<file path="src/rtl/mul_reservation_station_if.sv">
// ---------------------------------------------------------------------------
// mul_reservation_station_if
//
// Bundles every non-clock/reset signal of the M-extension reservation station:
// dispatch handshake and operands, CDB snoop, flush, the issue bus that feeds
// the MUL/DIV control unit, the unit's busy flag and the occupancy count.
//
// Modports:
//   slave  - the reservation station (consumes dispatch/CDB/busy, drives issue)
//   master - the surrounding pipeline (drives dispatch/CDB/busy, observes issue)
// ---------------------------------------------------------------------------
interface mul_reservation_station_if #(
    parameter int ROBSIZE = 8,
    parameter int DEPTH   = 4
);
    // Pipeline control
    logic                         i_flush;

    // Dispatch
    logic                         i_disp_valid;
    logic                         o_disp_ready;
    logic [ROBSIZE-1:0]           i_disp_rob_addr;
    logic [2:0]                   i_disp_opcode;
    logic                         i_disp_rs1_ready;
    logic                         i_disp_rs2_ready;
    logic [31:0]                  i_disp_rs1_value;
    logic [31:0]                  i_disp_rs2_value;
    logic [ROBSIZE-1:0]           i_disp_rs1_tag;
    logic [ROBSIZE-1:0]           i_disp_rs2_tag;

    // Common data bus snoop
    logic                         i_cdb_valid;
    logic [ROBSIZE-1:0]           i_cdb_rob_addr;
    logic [31:0]                  i_cdb_value;

    // Issue to the MUL/DIV control unit
    logic                         i_eu_busy;
    logic                         o_ex_en;
    logic [ROBSIZE-1:0]           o_rob_addr;
    logic [31:0]                  o_rs1_value;
    logic [31:0]                  o_rs2_value;
    logic [2:0]                   o_alu_m_opcode;

    // Occupancy
    logic [$clog2(DEPTH+1)-1:0]   o_count;

    modport slave (
        input  i_flush,
        input  i_disp_valid, i_disp_rob_addr, i_disp_opcode,
        input  i_disp_rs1_ready, i_disp_rs2_ready,
        input  i_disp_rs1_value, i_disp_rs2_value,
        input  i_disp_rs1_tag, i_disp_rs2_tag,
        input  i_cdb_valid, i_cdb_rob_addr, i_cdb_value,
        input  i_eu_busy,
        output o_disp_ready,
        output o_ex_en, o_rob_addr, o_rs1_value, o_rs2_value, o_alu_m_opcode,
        output o_count
    );

    modport master (
        output i_flush,
        output i_disp_valid, i_disp_rob_addr, i_disp_opcode,
        output i_disp_rs1_ready, i_disp_rs2_ready,
        output i_disp_rs1_value, i_disp_rs2_value,
        output i_disp_rs1_tag, i_disp_rs2_tag,
        output i_cdb_valid, i_cdb_rob_addr, i_cdb_value,
        output i_eu_busy,
        input  o_disp_ready,
        input  o_ex_en, o_rob_addr, o_rs1_value, o_rs2_value, o_alu_m_opcode,
        input  o_count
    );
endinterface

</file>
<file path="src/rtl/mul_reservation_station.sv">
// ---------------------------------------------------------------------------
// mul_reservation_station
//
// Reservation station for the RV32M multiply/divide unit. Entries live in a
// collapsing queue (slot 0 = oldest, valid slots contiguous from 0). Operands
// not yet available wait on a producer ROB tag and are captured from the CDB.
// Each cycle the lowest-index entry with both operands ready is issued to the
// execution unit when it is not busy; the queue then collapses over that slot.
//
// Ports:
//   clk   - clock
//   rstn  - asynchronous active-low reset
//   rs    - mul_reservation_station_if.slave: flush, dispatch, CDB snoop,
//           eu busy, issue bus (o_ex_en + data) and occupancy count
// ---------------------------------------------------------------------------
module mul_reservation_station #(
    parameter int ROBSIZE = 8,
    parameter int DEPTH   = 4
) (
    input  logic                     clk,
    input  logic                     rstn,
    mul_reservation_station_if.slave rs
);
    localparam int IDX_W = $clog2(DEPTH);
    localparam int CNT_W = $clog2(DEPTH + 1);

    typedef struct packed {
        logic               valid;
        logic [ROBSIZE-1:0] rob_addr;
        logic [2:0]         opcode;
        logic               rs1_ready;
        logic [31:0]        rs1_value;
        logic [ROBSIZE-1:0] rs1_tag;
        logic               rs2_ready;
        logic [31:0]        rs2_value;
        logic [ROBSIZE-1:0] rs2_tag;
    } entry_t;

    entry_t             slots_q [DEPTH];
    entry_t             slots_d [DEPTH];
    logic [CNT_W-1:0]   count_q;
    logic [CNT_W-1:0]   count_d;

    // Current slots with this cycle's CDB capture applied; the extra empty
    // element at index DEPTH is what the top slot shifts in on a collapse.
    entry_t             woke [DEPTH+1];
    entry_t             disp_entry;

    logic               cand_found;
    logic [IDX_W-1:0]   sel_idx;
    logic               issue;
    logic               disp_acc;
    logic [CNT_W-1:0]   wr_idx;

    // ---------------------------------------------------------------- select
    // Registered ready flags only: an entry woken this cycle waits one cycle.
    // NOTE: every combinational output gets a default before any condition,
    // so no path leaves it unassigned and no latch is inferred.
    always_comb begin
        cand_found = 1'b0;
        sel_idx    = '0;
        // Walk downward so the lowest eligible index is the one left standing.
        for (int i = DEPTH - 1; i >= 0; i--) begin
            if (slots_q[i].valid && slots_q[i].rs1_ready && slots_q[i].rs2_ready) begin
                cand_found = 1'b1;
                sel_idx    = IDX_W'(i);
            end
        end
    end

    assign issue           = cand_found & ~rs.i_eu_busy & ~rs.i_flush;
    // Full stalls dispatch even when an issue frees a slot this same cycle.
    assign rs.o_disp_ready = (count_q < CNT_W'(DEPTH));
    assign disp_acc        = rs.i_disp_valid & rs.o_disp_ready & ~rs.i_flush;
    // Dispatch lands just past the last valid slot after the collapse.
    assign wr_idx          = count_q - CNT_W'(issue);
    assign rs.o_count      = count_q;

    // ----------------------------------------------------------- issue bus
    always_comb begin
        rs.o_ex_en        = issue;
        rs.o_rob_addr     = '0;
        rs.o_rs1_value    = '0;
        rs.o_rs2_value    = '0;
        rs.o_alu_m_opcode = '0;
        if (issue) begin
            rs.o_rob_addr     = slots_q[sel_idx].rob_addr;
            rs.o_rs1_value    = slots_q[sel_idx].rs1_value;
            rs.o_rs2_value    = slots_q[sel_idx].rs2_value;
            rs.o_alu_m_opcode = slots_q[sel_idx].opcode;
        end
    end

    // --------------------------------------------------------------- wake-up
    always_comb begin
        for (int i = 0; i < DEPTH; i++) begin
            woke[i] = slots_q[i];
            if (rs.i_cdb_valid && slots_q[i].valid) begin
                if (!slots_q[i].rs1_ready && (slots_q[i].rs1_tag == rs.i_cdb_rob_addr)) begin
                    woke[i].rs1_ready = 1'b1;
                    woke[i].rs1_value = rs.i_cdb_value;
                end
                if (!slots_q[i].rs2_ready && (slots_q[i].rs2_tag == rs.i_cdb_rob_addr)) begin
                    woke[i].rs2_ready = 1'b1;
                    woke[i].rs2_value = rs.i_cdb_value;
                end
            end
        end
        woke[DEPTH] = '0;
    end

    // ------------------------------------------- dispatch entry with bypass
    // A producer broadcasting in the dispatch cycle would otherwise be missed.
    always_comb begin
        disp_entry.valid     = 1'b1;
        disp_entry.rob_addr  = rs.i_disp_rob_addr;
        disp_entry.opcode    = rs.i_disp_opcode;
        disp_entry.rs1_ready = rs.i_disp_rs1_ready;
        disp_entry.rs1_value = rs.i_disp_rs1_value;
        disp_entry.rs1_tag   = rs.i_disp_rs1_tag;
        disp_entry.rs2_ready = rs.i_disp_rs2_ready;
        disp_entry.rs2_value = rs.i_disp_rs2_value;
        disp_entry.rs2_tag   = rs.i_disp_rs2_tag;
        if (!rs.i_disp_rs1_ready && rs.i_cdb_valid && (rs.i_disp_rs1_tag == rs.i_cdb_rob_addr)) begin
            disp_entry.rs1_ready = 1'b1;
            disp_entry.rs1_value = rs.i_cdb_value;
        end
        if (!rs.i_disp_rs2_ready && rs.i_cdb_valid && (rs.i_disp_rs2_tag == rs.i_cdb_rob_addr)) begin
            disp_entry.rs2_ready = 1'b1;
            disp_entry.rs2_value = rs.i_cdb_value;
        end
    end

    // ------------------------------------------------------------ next state
    always_comb begin
        for (int i = 0; i < DEPTH; i++) begin
            // Slots at or above the issued one move down by one.
            slots_d[i] = (issue && (IDX_W'(i) >= sel_idx)) ? woke[i+1] : woke[i];
            if (disp_acc && (CNT_W'(i) == wr_idx)) begin
                slots_d[i] = disp_entry;
            end
        end
        count_d = count_q + CNT_W'(disp_acc) - CNT_W'(issue);

        // Flush wins over dispatch, issue and wake-up; payloads are don't-care.
        if (rs.i_flush) begin
            for (int i = 0; i < DEPTH; i++) begin
                slots_d[i].valid = 1'b0;
            end
            count_d = '0;
        end
    end

    // ------------------------------------------------------------- registers
    // NOTE: the whole entry array is reset, not just the valid bits, so the
    // stored payloads never carry X into the issue mux or into wake-up compares.
    // NOTE: sequential state uses non-blocking assignments so every register
    // samples the pre-edge value of every other register.
    always_ff @(posedge clk or negedge rstn) begin
        if (!rstn) begin
            for (int i = 0; i < DEPTH; i++) begin
                slots_q[i] <= '0;
            end
            count_q <= '0;
        end else begin
            slots_q <= slots_d;
            count_q <= count_d;
        end
    end

endmodule

</file>
<file path="src/flat_wrapper.sv">
// flat-port wrapper written by rule: the top's interface ports become plain ports
module mul_reservation_station_flat 
#(
    parameter int ROBSIZE = 8,
    parameter int DEPTH   = 4
)
  (clk, rstn, rs_i_flush, rs_i_disp_valid, rs_i_disp_rob_addr, rs_i_disp_opcode, rs_i_disp_rs1_ready, rs_i_disp_rs2_ready, rs_i_disp_rs1_value, rs_i_disp_rs2_value, rs_i_disp_rs1_tag, rs_i_disp_rs2_tag, rs_i_cdb_valid, rs_i_cdb_rob_addr, rs_i_cdb_value, rs_i_eu_busy, rs_o_disp_ready, rs_o_ex_en, rs_o_rob_addr, rs_o_rs1_value, rs_o_rs2_value, rs_o_alu_m_opcode, rs_o_count);
  mul_reservation_station_if #(.ROBSIZE(ROBSIZE), .DEPTH(DEPTH)) rs_i ();
  input  logic clk;
  input  logic rstn;
  input wire logic [$bits(rs_i.i_flush)-1:0] rs_i_flush;
  input wire logic [$bits(rs_i.i_disp_valid)-1:0] rs_i_disp_valid;
  input wire logic [$bits(rs_i.i_disp_rob_addr)-1:0] rs_i_disp_rob_addr;
  input wire logic [$bits(rs_i.i_disp_opcode)-1:0] rs_i_disp_opcode;
  input wire logic [$bits(rs_i.i_disp_rs1_ready)-1:0] rs_i_disp_rs1_ready;
  input wire logic [$bits(rs_i.i_disp_rs2_ready)-1:0] rs_i_disp_rs2_ready;
  input wire logic [$bits(rs_i.i_disp_rs1_value)-1:0] rs_i_disp_rs1_value;
  input wire logic [$bits(rs_i.i_disp_rs2_value)-1:0] rs_i_disp_rs2_value;
  input wire logic [$bits(rs_i.i_disp_rs1_tag)-1:0] rs_i_disp_rs1_tag;
  input wire logic [$bits(rs_i.i_disp_rs2_tag)-1:0] rs_i_disp_rs2_tag;
  input wire logic [$bits(rs_i.i_cdb_valid)-1:0] rs_i_cdb_valid;
  input wire logic [$bits(rs_i.i_cdb_rob_addr)-1:0] rs_i_cdb_rob_addr;
  input wire logic [$bits(rs_i.i_cdb_value)-1:0] rs_i_cdb_value;
  input wire logic [$bits(rs_i.i_eu_busy)-1:0] rs_i_eu_busy;
  output wire logic [$bits(rs_i.o_disp_ready)-1:0] rs_o_disp_ready;
  output wire logic [$bits(rs_i.o_ex_en)-1:0] rs_o_ex_en;
  output wire logic [$bits(rs_i.o_rob_addr)-1:0] rs_o_rob_addr;
  output wire logic [$bits(rs_i.o_rs1_value)-1:0] rs_o_rs1_value;
  output wire logic [$bits(rs_i.o_rs2_value)-1:0] rs_o_rs2_value;
  output wire logic [$bits(rs_i.o_alu_m_opcode)-1:0] rs_o_alu_m_opcode;
  output wire logic [$bits(rs_i.o_count)-1:0] rs_o_count;
  assign rs_i.i_flush = rs_i_flush;
  assign rs_i.i_disp_valid = rs_i_disp_valid;
  assign rs_i.i_disp_rob_addr = rs_i_disp_rob_addr;
  assign rs_i.i_disp_opcode = rs_i_disp_opcode;
  assign rs_i.i_disp_rs1_ready = rs_i_disp_rs1_ready;
  assign rs_i.i_disp_rs2_ready = rs_i_disp_rs2_ready;
  assign rs_i.i_disp_rs1_value = rs_i_disp_rs1_value;
  assign rs_i.i_disp_rs2_value = rs_i_disp_rs2_value;
  assign rs_i.i_disp_rs1_tag = rs_i_disp_rs1_tag;
  assign rs_i.i_disp_rs2_tag = rs_i_disp_rs2_tag;
  assign rs_i.i_cdb_valid = rs_i_cdb_valid;
  assign rs_i.i_cdb_rob_addr = rs_i_cdb_rob_addr;
  assign rs_i.i_cdb_value = rs_i_cdb_value;
  assign rs_i.i_eu_busy = rs_i_eu_busy;
  assign rs_o_disp_ready = rs_i.o_disp_ready;
  assign rs_o_ex_en = rs_i.o_ex_en;
  assign rs_o_rob_addr = rs_i.o_rob_addr;
  assign rs_o_rs1_value = rs_i.o_rs1_value;
  assign rs_o_rs2_value = rs_i.o_rs2_value;
  assign rs_o_alu_m_opcode = rs_i.o_alu_m_opcode;
  assign rs_o_count = rs_i.o_count;
  mul_reservation_station #(.ROBSIZE(ROBSIZE), .DEPTH(DEPTH)) u_core (.clk(clk), .rstn(rstn), .rs(rs_i));
endmodule
</file>
<file path="config.mk">
export PLATFORM = sky130hd
export DESIGN_NAME = mul_reservation_station_flat
export DESIGN_NICKNAME = d
export VERILOG_FILES = /design/src/rtl/mul_reservation_station_if.sv /design/src/rtl/mul_reservation_station.sv /design/src/flat_wrapper.sv
export SDC_FILE = /design/constraint.sdc
export NUM_CORES = 1
export LEC_CHECK = 0
export BUFFER_PORTS_ARGS = -buffer_cell sky130_fd_sc_hd__buf_2
export CAP_MARGIN = 20
export CORE_AREA = 2 2 227 229
export DETAILED_ROUTE_END_ITERATION = 10
export DIE_AREA = 0 0 229 231
export GPL_TIMING_DRIVEN = 1
export PLACE_DENSITY = 0.59
export SETUP_SLACK_MARGIN = 0.05
export SLEW_MARGIN = 20
export SYNTH_ARGS = -nofsm -noshare
export SYNTH_HDL_FRONTEND = slang
export SYNTH_SLANG_ARGS = --single-unit
</file>
<file path="constraint.sdc">
create_clock -name clk -period 5.3 [get_ports clk]
set_input_delay 1.06 -clock clk [delete_from_list [all_inputs] [get_ports clk]]
set_output_delay 1.06 -clock clk [all_outputs]
set_load 0.005 [all_outputs]
</file>
## After elaboration in Yosys (flattened, before gate mapping)

Cells that the tools add are included.

| operators by class | value |
|---|---|
| equality and inequality tests | 13 |
| reduce and logical (&&, ||, !) cells | 56 |
| multiplexer cells | 46 |
| $add $sub $neg | 3 |
| multiply operators | 0 |
| bitwise gates (word level) | 7 |
| magnitude comparators | 6 |
| div/mod/pow operators | 0 |
| shift operators | 0 |

Operators by type and width:

| kind | number |
|---|---|
| 94-bit two-way mux | 8 |
| 33-bit two-way mux | 18 |
| 94-bit binary-select mux with 2-bit select | 1 |
| 93-bit two-way mux | 2 |
| 8-bit equality test | 10 |
| 32-bit two-way mux | 2 |
| 1-bit logical AND | 32 |
| 3-bit nonzero test | 7 |
| 1-bit zero test | 10 |
| 1-bit two-way mux | 8 |
| 2-bit two-way mux | 4 |
| 8-bit two-way mux | 1 |
| 2-bit nonzero test | 4 |
| 2-bit by 3-bit equality test with 1-bit output (first input constant) | 2 |
| 3-bit two-way mux | 2 |
| 3-bit by 1-bit subtractor with 3-bit output | 2 |
| 1-bit bitwise AND | 4 |
| 1-bit by 2-bit greater-or-equal comparator with 1-bit output (first input constant) | 2 |
| 2-bit greater-or-equal comparator (first input constant) | 2 |
| 2-bit AND reduction | 2 |
| 3-bit by 1-bit adder with 3-bit output | 1 |
| 1-bit by 3-bit equality test with 1-bit output (first input constant) | 1 |
| 3-bit greater-or-equal comparator (second input constant) | 1 |
| 3-bit zero test | 1 |
| other kinds (3) | 4 |

| word-level totals | value |
|---|---|
| latch bits | 0 |
| RAM bits | 0 |
| logic and storage cells | 168 |
| bits in read-only memories | 0 |
| flip-flop bits (word level) | 379 |
| memories | 0 |
| output and inout port bits | 80 |

## Logic depth before layout (Yosys ltp)

Gate-level depths: netlist of the first run.

| logic depth | value |
|---|---|
| depth after elaboration | 13 |
| mapped depth | 17 |

## Least setup slack after synthesis of the first run

Ideal clock, no wire load.

| timing | value |
|---|---|
| path type | input port to flip-flop |
| start | in rs_i_flush |
| end | reg u_core.slots_q[152] (netlist name) |
| path slack | 0.965 ns |
| arrival | 4.212 ns |
| buffers on the path | 6 |
| stages on the path | 16 |
| path through | clkbuf_1 > nor2_1 > o21ai_0 > clkbuf_1 > inv_1 > clkbuf_1 > ha_1 > ha_1 > or4b_1 > clkbuf_1 > or2_0 > buf_2 > nand3_1 > nand3_2 > buf_2 > o221a_2 |

RTL lines:

| item | line | RTL |
|---|---|---|
| from (decl) | flat_wrapper.sv:11 | `input wire logic [$bits(rs_i.i_flush)-1:0] rs_i_flush;` |
| to (signal assigned) | mul_reservation_station.sv:166 | `slots_q <= slots_d;` |
| to (decl) | mul_reservation_station.sv:39 | `entry_t slots_q [DEPTH];` |

## Worst setup path after layout of the first run

| timing | value |
|---|---|
| start | reg u_core.slots_q[269] (netlist name) |
| end | out rs_o_rs2_value[9] |

| between the ends | value |
|---|---|
| cells in the longest elaborated chain, start to end | 9 |
| elaborated cells between the ends (all ways) | 13 |
| classes of those cells | mux: 8; bitwise: 3; reduce/logical: 2 |

RTL lines:

| item | line | RTL |
|---|---|---|
| 1-bit logical AND (*) (2 in series) | mul_reservation_station.sv:64 | `if (slots_q[i].valid && slots_q[i].rs1_ready && slots_q[i].rs2_ready) begin` |
| 2-bit two-way mux (2 in series) | mul_reservation_station.sv:64 |  |
| 2-bit inverter with 3-bit output (not written as such) | mul_reservation_station.sv:89 | `rs.o_rs2_value = slots_q[sel_idx].rs2_value;` |
| 94-bit binary-select mux with 2-bit select | mul_reservation_station.sv:89 |  |
| 93-bit two-way mux (2 in series) | - |  |
| 32-bit two-way mux (*) | mul_reservation_station.sv:86 | `if (issue) begin` |
| to (decl) | flat_wrapper.sv:29 | `output wire logic [$bits(rs_i.o_rs2_value)-1:0] rs_o_rs2_value;` |

Mark *: on every way between the ends. The rest lies on a longest branch, timed or not. The select of a mux whose other input is x is not followed.

==> results of run 1 <==
[worst max-delay path by stage]
| stage | cells past startpoint | end | start |
|---|---|---|---|
| 6_report | 9 | rs_o_rs2_value[9] | u_core.slots_q[269] |
| 2_1_floorplan | 16 | u_core.slots_q[152] | rs_i_flush |
| 4_1_cts | 6 | rs_o_rs2_value[25] | u_core.slots_q[269] |
| 3_5_place_dp | 13 | u_core.slots_q[265] | rs_i_flush |
| 3_3_place_gp | 9 | rs_o_rs1_value[31] | rs_i_flush |
| 5_1_grt | 9 | rs_o_rs1_value[31] | u_core.slots_q[269] |
[power breakdown]
group	switching, uW	internal [uW]	total (uW)
sequential	1030	4150	5190
clock	1330	2000	3330
combinational	1610	1630	3240
[cell type report]
class | instances | area (um2)
repair buffers | 276 | 1653
fillers | 4795 | 25490
clock buffers | 67 | 1384
clock inverters | 15 | 183.9
inverters | 44 | 165.2
flip-flops and latches | 379 | 9484
well taps | 680 | 850.8
diodes | 2 | 5.005
multi-input cells | 1662 | 11460
[Yosys cell counts (3+ instances only)]
master                     number
sky130_fd_sc_hd__o221a_2       48
sky130_fd_sc_hd__nand2_1      209
sky130_fd_sc_hd__mux4_2         9
sky130_fd_sc_hd__o221ai_1      60
sky130_fd_sc_hd__nor4_1         5
sky130_fd_sc_hd__ha_1           4
sky130_fd_sc_hd__a31oi_1       85
sky130_fd_sc_hd__nand3_1       75
sky130_fd_sc_hd__nor2b_1        6
sky130_fd_sc_hd__inv_1         44
sky130_fd_sc_hd__dfrtp_1      379
sky130_fd_sc_hd__o21ai_0       50
sky130_fd_sc_hd__nor3_1        35
sky130_fd_sc_hd__a21oi_1       98
sky130_fd_sc_hd__nor3b_1       16
sky130_fd_sc_hd__nand4_1        6
sky130_fd_sc_hd__or3_1         20
sky130_fd_sc_hd__o31ai_1        4
sky130_fd_sc_hd__buf_6          4
sky130_fd_sc_hd__and3_1         4
sky130_fd_sc_hd__a41oi_1        3
sky130_fd_sc_hd__buf_2         55
sky130_fd_sc_hd__o22a_1        85
sky130_fd_sc_hd__buf_4          7
sky130_fd_sc_hd__and2_1         9
sky130_fd_sc_hd__clkbuf_1     148
sky130_fd_sc_hd__a221oi_2      10
sky130_fd_sc_hd__o22ai_1      180
sky130_fd_sc_hd__xnor2_1       11
sky130_fd_sc_hd__buf_1         14
sky130_fd_sc_hd__a221oi_1      39
sky130_fd_sc_hd__nand2b_1      34
sky130_fd_sc_hd__nor2_1       185
sky130_fd_sc_hd__mux2i_1      220
sky130_fd_sc_hd__a22oi_1       60
sky130_fd_sc_hd__xor2_1        67
[registers in the layout, summed over array words and instances (netlist names)]
signal             cells
u_core.rs.o_count      3
u_core.slots_q       376
[stage by stage]
step,power [uW],instance area [um2]
2_1_floorplan,7327,21930
3_3_place_gp,8193,23600
3_5_place_dp,8356,23600
4_1_cts,11700,25170
5_1_grt,12380,25190
6_report,11760,25190
[cell usage in the layout (no fill, tap or decap), drive strengths merged, types with 5 or more instances in the layout]
cell,n
buf,276
inv,44
xnor2,11
clkbuf,67
o21ai,52
nand3,76
o31ai,5
nand2b,34
o22a,85
nor3,36
nor2b,6
a21oi,100
nand4,6
dfrtp,379
o22ai,180
o221ai,60
a31oi,86
nor2,185
mux2i,220
or3,20
a221oi,49
xor2,67
o221a,49
and2,9
a22oi,60
nor4,6
clkinv,9
nor3b,16
mux4,9
nand2,211
[cell families (layout without fill, tap and decap cells)]
logic type / Yosys count / after routing / synth area share
buf+inv: 272 / 402 / 0.05227
flops: 379 / 379 / 0.4325
compound gates: 735 / 735 / 0.2446
xor+xnor: 78 / 78 / 0.03116
other cells: 0 / 2 / 0
simple gates: 615 / 615 / 0.1266
mux: 229 / 229 / 0.1097
fa+ha+maj: 5 / 5 / 0.003196
[layer usage]
layer / vias to the layer above / track usage / wire, um
met5: - / 0 / 41
met4: 6 / 0.1447 / 3518
met3: 220 / 0.09424 / 8956
met2: 1237 / 0.4793 / 38070
met1: 10380 / 0.4320 / 36220
li1: 8889 / - / -
==> qor.yml, run 1 <==
cp_cell_sequence: "nand3_1 -> nand2_1 -> o21ai_2 -> inv_1 -> buf_4 -> nand2_2 -> buf_12 -> o22ai_1 -> buf_2"
holdBufCountCts: 0
unrepaired_setup_endpoints_after_global_routing: "false"
grt_remaining_overflow: 0
wirelength_um: 86800
layout_worst_path_cycle_share: 0.9145
cell_types_with_the_largest_area_share_after_synthesis: "sky130_fd_sc_hd__dfrtp_1, sky130_fd_sc_hd__mux2i_1, sky130_fd_sc_hd__o22ai_1"
share_of_cells_above_drive_strength_1: 0.1846
critPathMaxFanout: 32
drt-initial-drc-count: 2417
synth_area_leader_cell: "sky130_fd_sc_hd__dfrtp_1"
clk_root_buffer_cell: "sky130_fd_sc_hd__clkbuf_16"
worst_slew_pin_slew_ns: 1.133
drtPass1Iterations: 6
yosysSeqAreaShare: 0.4325
post-place-cells: 3040
ys_seq_elements: 379
powerDensity_nw_per_um2: 466.9
critical_path_arrival_ns: 3.79
grt_usage: 0.3213
clkSinkCount: 379
cap_viol_max_count: 0
required_ns: 4.24
total_nets_after_synthesis: 2457
fp.dieH_um: 231
synth_warnings: 0
core_occupancy_in_the_finished_layout: 0.4971
finalHoldViolCount: 0
cts.clk_slew.worst_paths_ns: 0.06
floorplan.io_pins: 219
fmax_mhz: 206.3
period_needed_ns: 4.847
die-area_um2: 52900
final_cell_count_no_fill: 3125
number_of_input_and_output_port_buffers_inserted: 218
setup.worst_path.start_class: "flop"
rr_startpoint: "u_core.slots_q[228]"
finalNetCount: 2553
ant_nets: 0
crit_family: "simple AND/OR/NAND/NOR gates"
grt_pass1_wl_um: 130700
critical_r2r_capture: "u_core.slots_q[263]"
pin_count_of_the_biggest_net_entering_global_routing: 111
tritoncts_clock_tree: "done"
gp_routability_congestion: 0.8687
synth_top_area_share: 0.4325
placement.setup.worst_slack_ns: 0.8791
total_leakage_power_uw: 0.01114
clockBufferDepth: 3
reg2reg_setup_slack_ns: 1.03
layout_setup_ws_ns: 0.4532
vias_per_cell: 6.634
fin_worst_hold_slack_ns: 0.4923
reg2regPathDepth: 13
critical-path-max-stage-delay_ns: 0.52
worstSetupEndpointType: "primary output"
htreeDepth: 2
status: "complete, no violations"
tritoncts.num_buffers: 46
worst_clock_skew_ns: 0.01475
die_x_um: 229
ys.flop_type: "sky130_fd_sc_hd__dfrtp_1"
vias: 20730
crit_path_buf_inv_count: 4
row_count: 83
routedWlPerCell_um: 27.78
critical-path-slowest-cell: "sky130_fd_sc_hd__dfrtp_1"
clock_insertion_delay_worst_skew_ns: 0.59
drcViolationCount: 0
postCtsSetupRepairBufs: 0
ys_async_sr_fraction: 1.000
yosysUniqueCellTypes: 57
slew_violations: 0
syn-cell-area_um2: 21930
post_cts.resized_instances: 0
max_slew_margin: 0.2428
place.detailed.hpwl_um: 51000
fin_tns_setup_ns: 0
floorplan.core_area_um2: 50680
setup_viol: 0
hp-class: "in -> async"
synth_enable_flop_cells: 0
first_global_vias: 20700
vdd_drop_max_v: 0.0002553
start_util: 0.4327
criticalPathCategory: "reg -> out"
initial_antenna_violation_count: 3
syn2layout_area_growth_pct: 14.88
synthesis.instances: 2313
avgSynthCellArea_um2: 9.480
Power figures use the tool's default switching activity.
==> run 2, diff against run 1 <==
--- a/config.mk
+++ b/config.mk
@@ -7,11 +7,11 @@
 export LEC_CHECK = 0
 export BUFFER_PORTS_ARGS = -buffer_cell sky130_fd_sc_hd__buf_2
 export CAP_MARGIN = 20
-export CORE_AREA = 2 2 227 229
+export CORE_AREA = 2 2 213 215
 export DETAILED_ROUTE_END_ITERATION = 10
-export DIE_AREA = 0 0 229 231
+export DIE_AREA = 0 0 215 217
 export GPL_TIMING_DRIVEN = 1
-export PLACE_DENSITY = 0.59
+export PLACE_DENSITY = 0.66
 export SETUP_SLACK_MARGIN = 0.05
 export SLEW_MARGIN = 20
 export SYNTH_ARGS = -nofsm -noshare
==> constraint.sdc (replaced) <==
create_clock -name clk -period 5.11 [get_ports clk]
set_input_delay 1.022 -clock clk [delete_from_list [all_inputs] [get_ports clk]]
set_output_delay 1.022 -clock clk [all_outputs]
set_load 0.005 [all_outputs]
==> run 2 against run 1 <==
Against the previous run: cell count down 2.6%; sequential power up 3%; count of clock-buffer cells in the layout unchanged; via count up 0.33%; critical path depth unchanged; combinational power up 4%; non-clock buffer count up 3; clock skew down 0.0025 ns; first-iteration DRC count up 16%; die area down 12%; critical path type unchanged.
==> qor.yml, run 2 (synthesis results as in run 1) <==
grt_usage: 0.3486  # +0.02728
fmax_mhz: 229.6
clkSinkCount: 379  # unchanged
post_cts.resized_instances: 0  # unchanged
worstSetupEndpointType: "primary output"
drcViolationCount: 0  # unchanged
core_occupancy_in_the_finished_layout: 0.5625  # +0.06544
wirelength_um: 83240  # -4.1%
tritoncts.num_buffers: 44  # -4.3%
clockBufferDepth: 3  # unchanged
required_ns: 4.09  # -0.15 ns
floorplan.io_pins: 219  # unchanged
cts.clk_slew.worst_paths_ns: 0.06  # about the same
worst_slew_pin_slew_ns: 1.102  # -0.03132 ns
share_of_cells_above_drive_strength_1: 0.1840  # -0.0005927
fin_worst_hold_slack_ns: 0.4823  # -0.009935 ns
htreeDepth: 2  # unchanged
vias: 20800  # +0.33%
layout.cells.most_common: "sky130_fd_sc_hd__dfrtp_1"
critical-path-top-cell-by-count: "sky130_fd_sc_hd__buf_4"
die_x_um: 215  # -6.1%
status: "complete, no violations"
grt_pass1_wl_um: 126100  # -3.5%
seq_area_um2: 9484  # unchanged
critical-path-slowest-cell: "sky130_fd_sc_hd__dfrtp_1"
period_needed_ns: 4.355
critical_path_arrival_ns: 3.33  # -0.46 ns
initial_antenna_violation_count: 7  # +4
gp_routability_congestion: 0.8920  # +2.7%
slew_violations: 0  # unchanged
powerDensity_nw_per_um2: 484.2  # +3.7%
criticalPathCategory: "reg -> out"
hp-class: "in -> async"
place.detailed.hpwl_um: 49640  # -2.7%
clock_insertion_delay_worst_skew_ns: 0.58  # about the same
setup.worst_path.start_class: "flop"
tritoncts_clock_tree: "done"
layout_worst_path_cycle_share: 0.8522
clk_root_buffer_cell: "sky130_fd_sc_hd__clkbuf_16"
syn2layout_area_growth_pct: 14.66
registers.top_by_ff_count: "u_core.slots_q"
postCtsSetupRepairBufs: 0  # unchanged
layout_setup_ws_ns: 0.7550  # +0.3018 ns
drtPass1Iterations: 5  # -1
routedWlPerCell_um: 27.35  # -1.5%
holdBufCountCts: 0  # unchanged
number_of_input_and_output_port_buffers_inserted: 218  # unchanged
top_library_cells_by_usage_in_the_layout_fill_and_taps_aside: "sky130_fd_sc_hd__dfrtp_1, sky130_fd_sc_hd__mux2i_1, sky130_fd_sc_hd__buf_2"
cap_viol_max_count: 0  # unchanged
nFillCells: 3932  # -18%
unrepaired_setup_endpoints_after_global_routing: "false"
fin_tns_setup_ns: 0  # unchanged
start_util: 0.4906  # +0.05789
first_global_vias: 21000  # +1.5%
multi_input_logic_area_um2: 11460  # about the same
row_count: 78  # -6.0%
setup_viol: 0  # unchanged
vdd_drop_max_v: 0.0002650  # +3.8%
worst_clock_skew_ns: 0.01230  # -0.002451 ns
vias_per_cell: 6.835  # +3.0%
total_leakage_power_uw: 0.01116  # +0.24%
finalHoldViolCount: 0  # unchanged
cp_cell_sequence: "nand3_1 -> nand2_1 -> o21ai_2 -> inv_1 -> buf_4 -> nand2_2 -> buf_4 -> o22ai_1 -> buf_2"
post-place-cells: 2963  # -2.5%
largest_register_ff_count: 376  # unchanged
final_cell_count_no_fill: 3043  # -2.6%
grt_remaining_overflow: 0  # unchanged
finalNetCount: 2554  # +0.039%
die-area_um2: 46660  # -12%
max_slew_margin: 0.2637  # +0.02093
pin_count_of_the_biggest_net_entering_global_routing: 106  # -4.5%
fp.dieH_um: 217  # -6.1%
drt-initial-drc-count: 2810  # +16%
critPathMaxFanout: 32  # unchanged
ant_nets: 0  # unchanged
floorplan.core_area_um2: 44700  # -12%
placement.setup.worst_slack_ns: 0.6887  # -0.1904 ns
critical-path-max-stage-delay_ns: 0.49  # -0.03 ns
run 2: worst paths after layout:
kind | startpoint | end | slack [ns] | depth (start not counted)
max | u_core.slots_q[269] | rs_o_rs1_value[30] | 0.76 | 9
min | rstn | u_core.slots_q[149] | 0.48 | 1
max reg2reg | u_core.slots_q[269] | u_core.slots_q[302] | 0.77 | 14
min reg2reg | u_core.slots_q[84] | u_core.slots_q[84] | 0.53 | 2
max in group asynchronous | rstn | u_core.slots_q[182] | 3.54 | 2
min in group clk | u_core.slots_q[84] | u_core.slots_q[84] | 0.53 | 2
run 2: final cells by class:
| class | count | area share |
|---|---|---|
| inverter | 44 | 0.006569 |
| antenna | 3 | 0.0002986 |
| sequential | 379 | 0.3772 |
| multi-input combinational | 1662 | 0.4556 |
| clock buffer | 67 | 0.05404 |
| timing repair buffer | 279 | 0.06862 |
| tap | 600 | 0.02986 |
| clock inverter | 9 | 0.007763 |
run 2: critical path: cells and delay by family, from the launching register on:
family,cells,cell delay (ns)
buffers and inverters,4,0.94
DFF,1,0.49
AOI/OAI and AO/OA,2,0.54
and+or+nand+nor,3,0.78
run 2: per-layer routing:
layer | GRT usage | vias to the layer above | share of wire
met5 | 0 | - | 0.00072
li1 | - | 8887 | -
met3 | 0.07911 | 269 | 0.10
met2 | 0.5502 | 1310 | 0.46
met1 | 0.4597 | 10330 | 0.40
met4 | 0.1591 | 8 | 0.042
run 2: power breakdown:
| group | internal [uW] | switching (uW) | total [uW] |
|---|---|---|---|
| combinational | 1700 | 1680 | 3380 |
| sequential | 4310 | 1050 | 5360 |
| clock | 2120 | 1310 | 3430 |
| total | 8130 | 4050 | 12200 |
run 2: through the flow:
step                      area (um2)  power [uW]
after floorplan                21930        7599
after global placement         23560        8456
after detailed placement       23570        8656
after CTS                      25120       12090
after global routing           25140       12780
final                          25140       12170
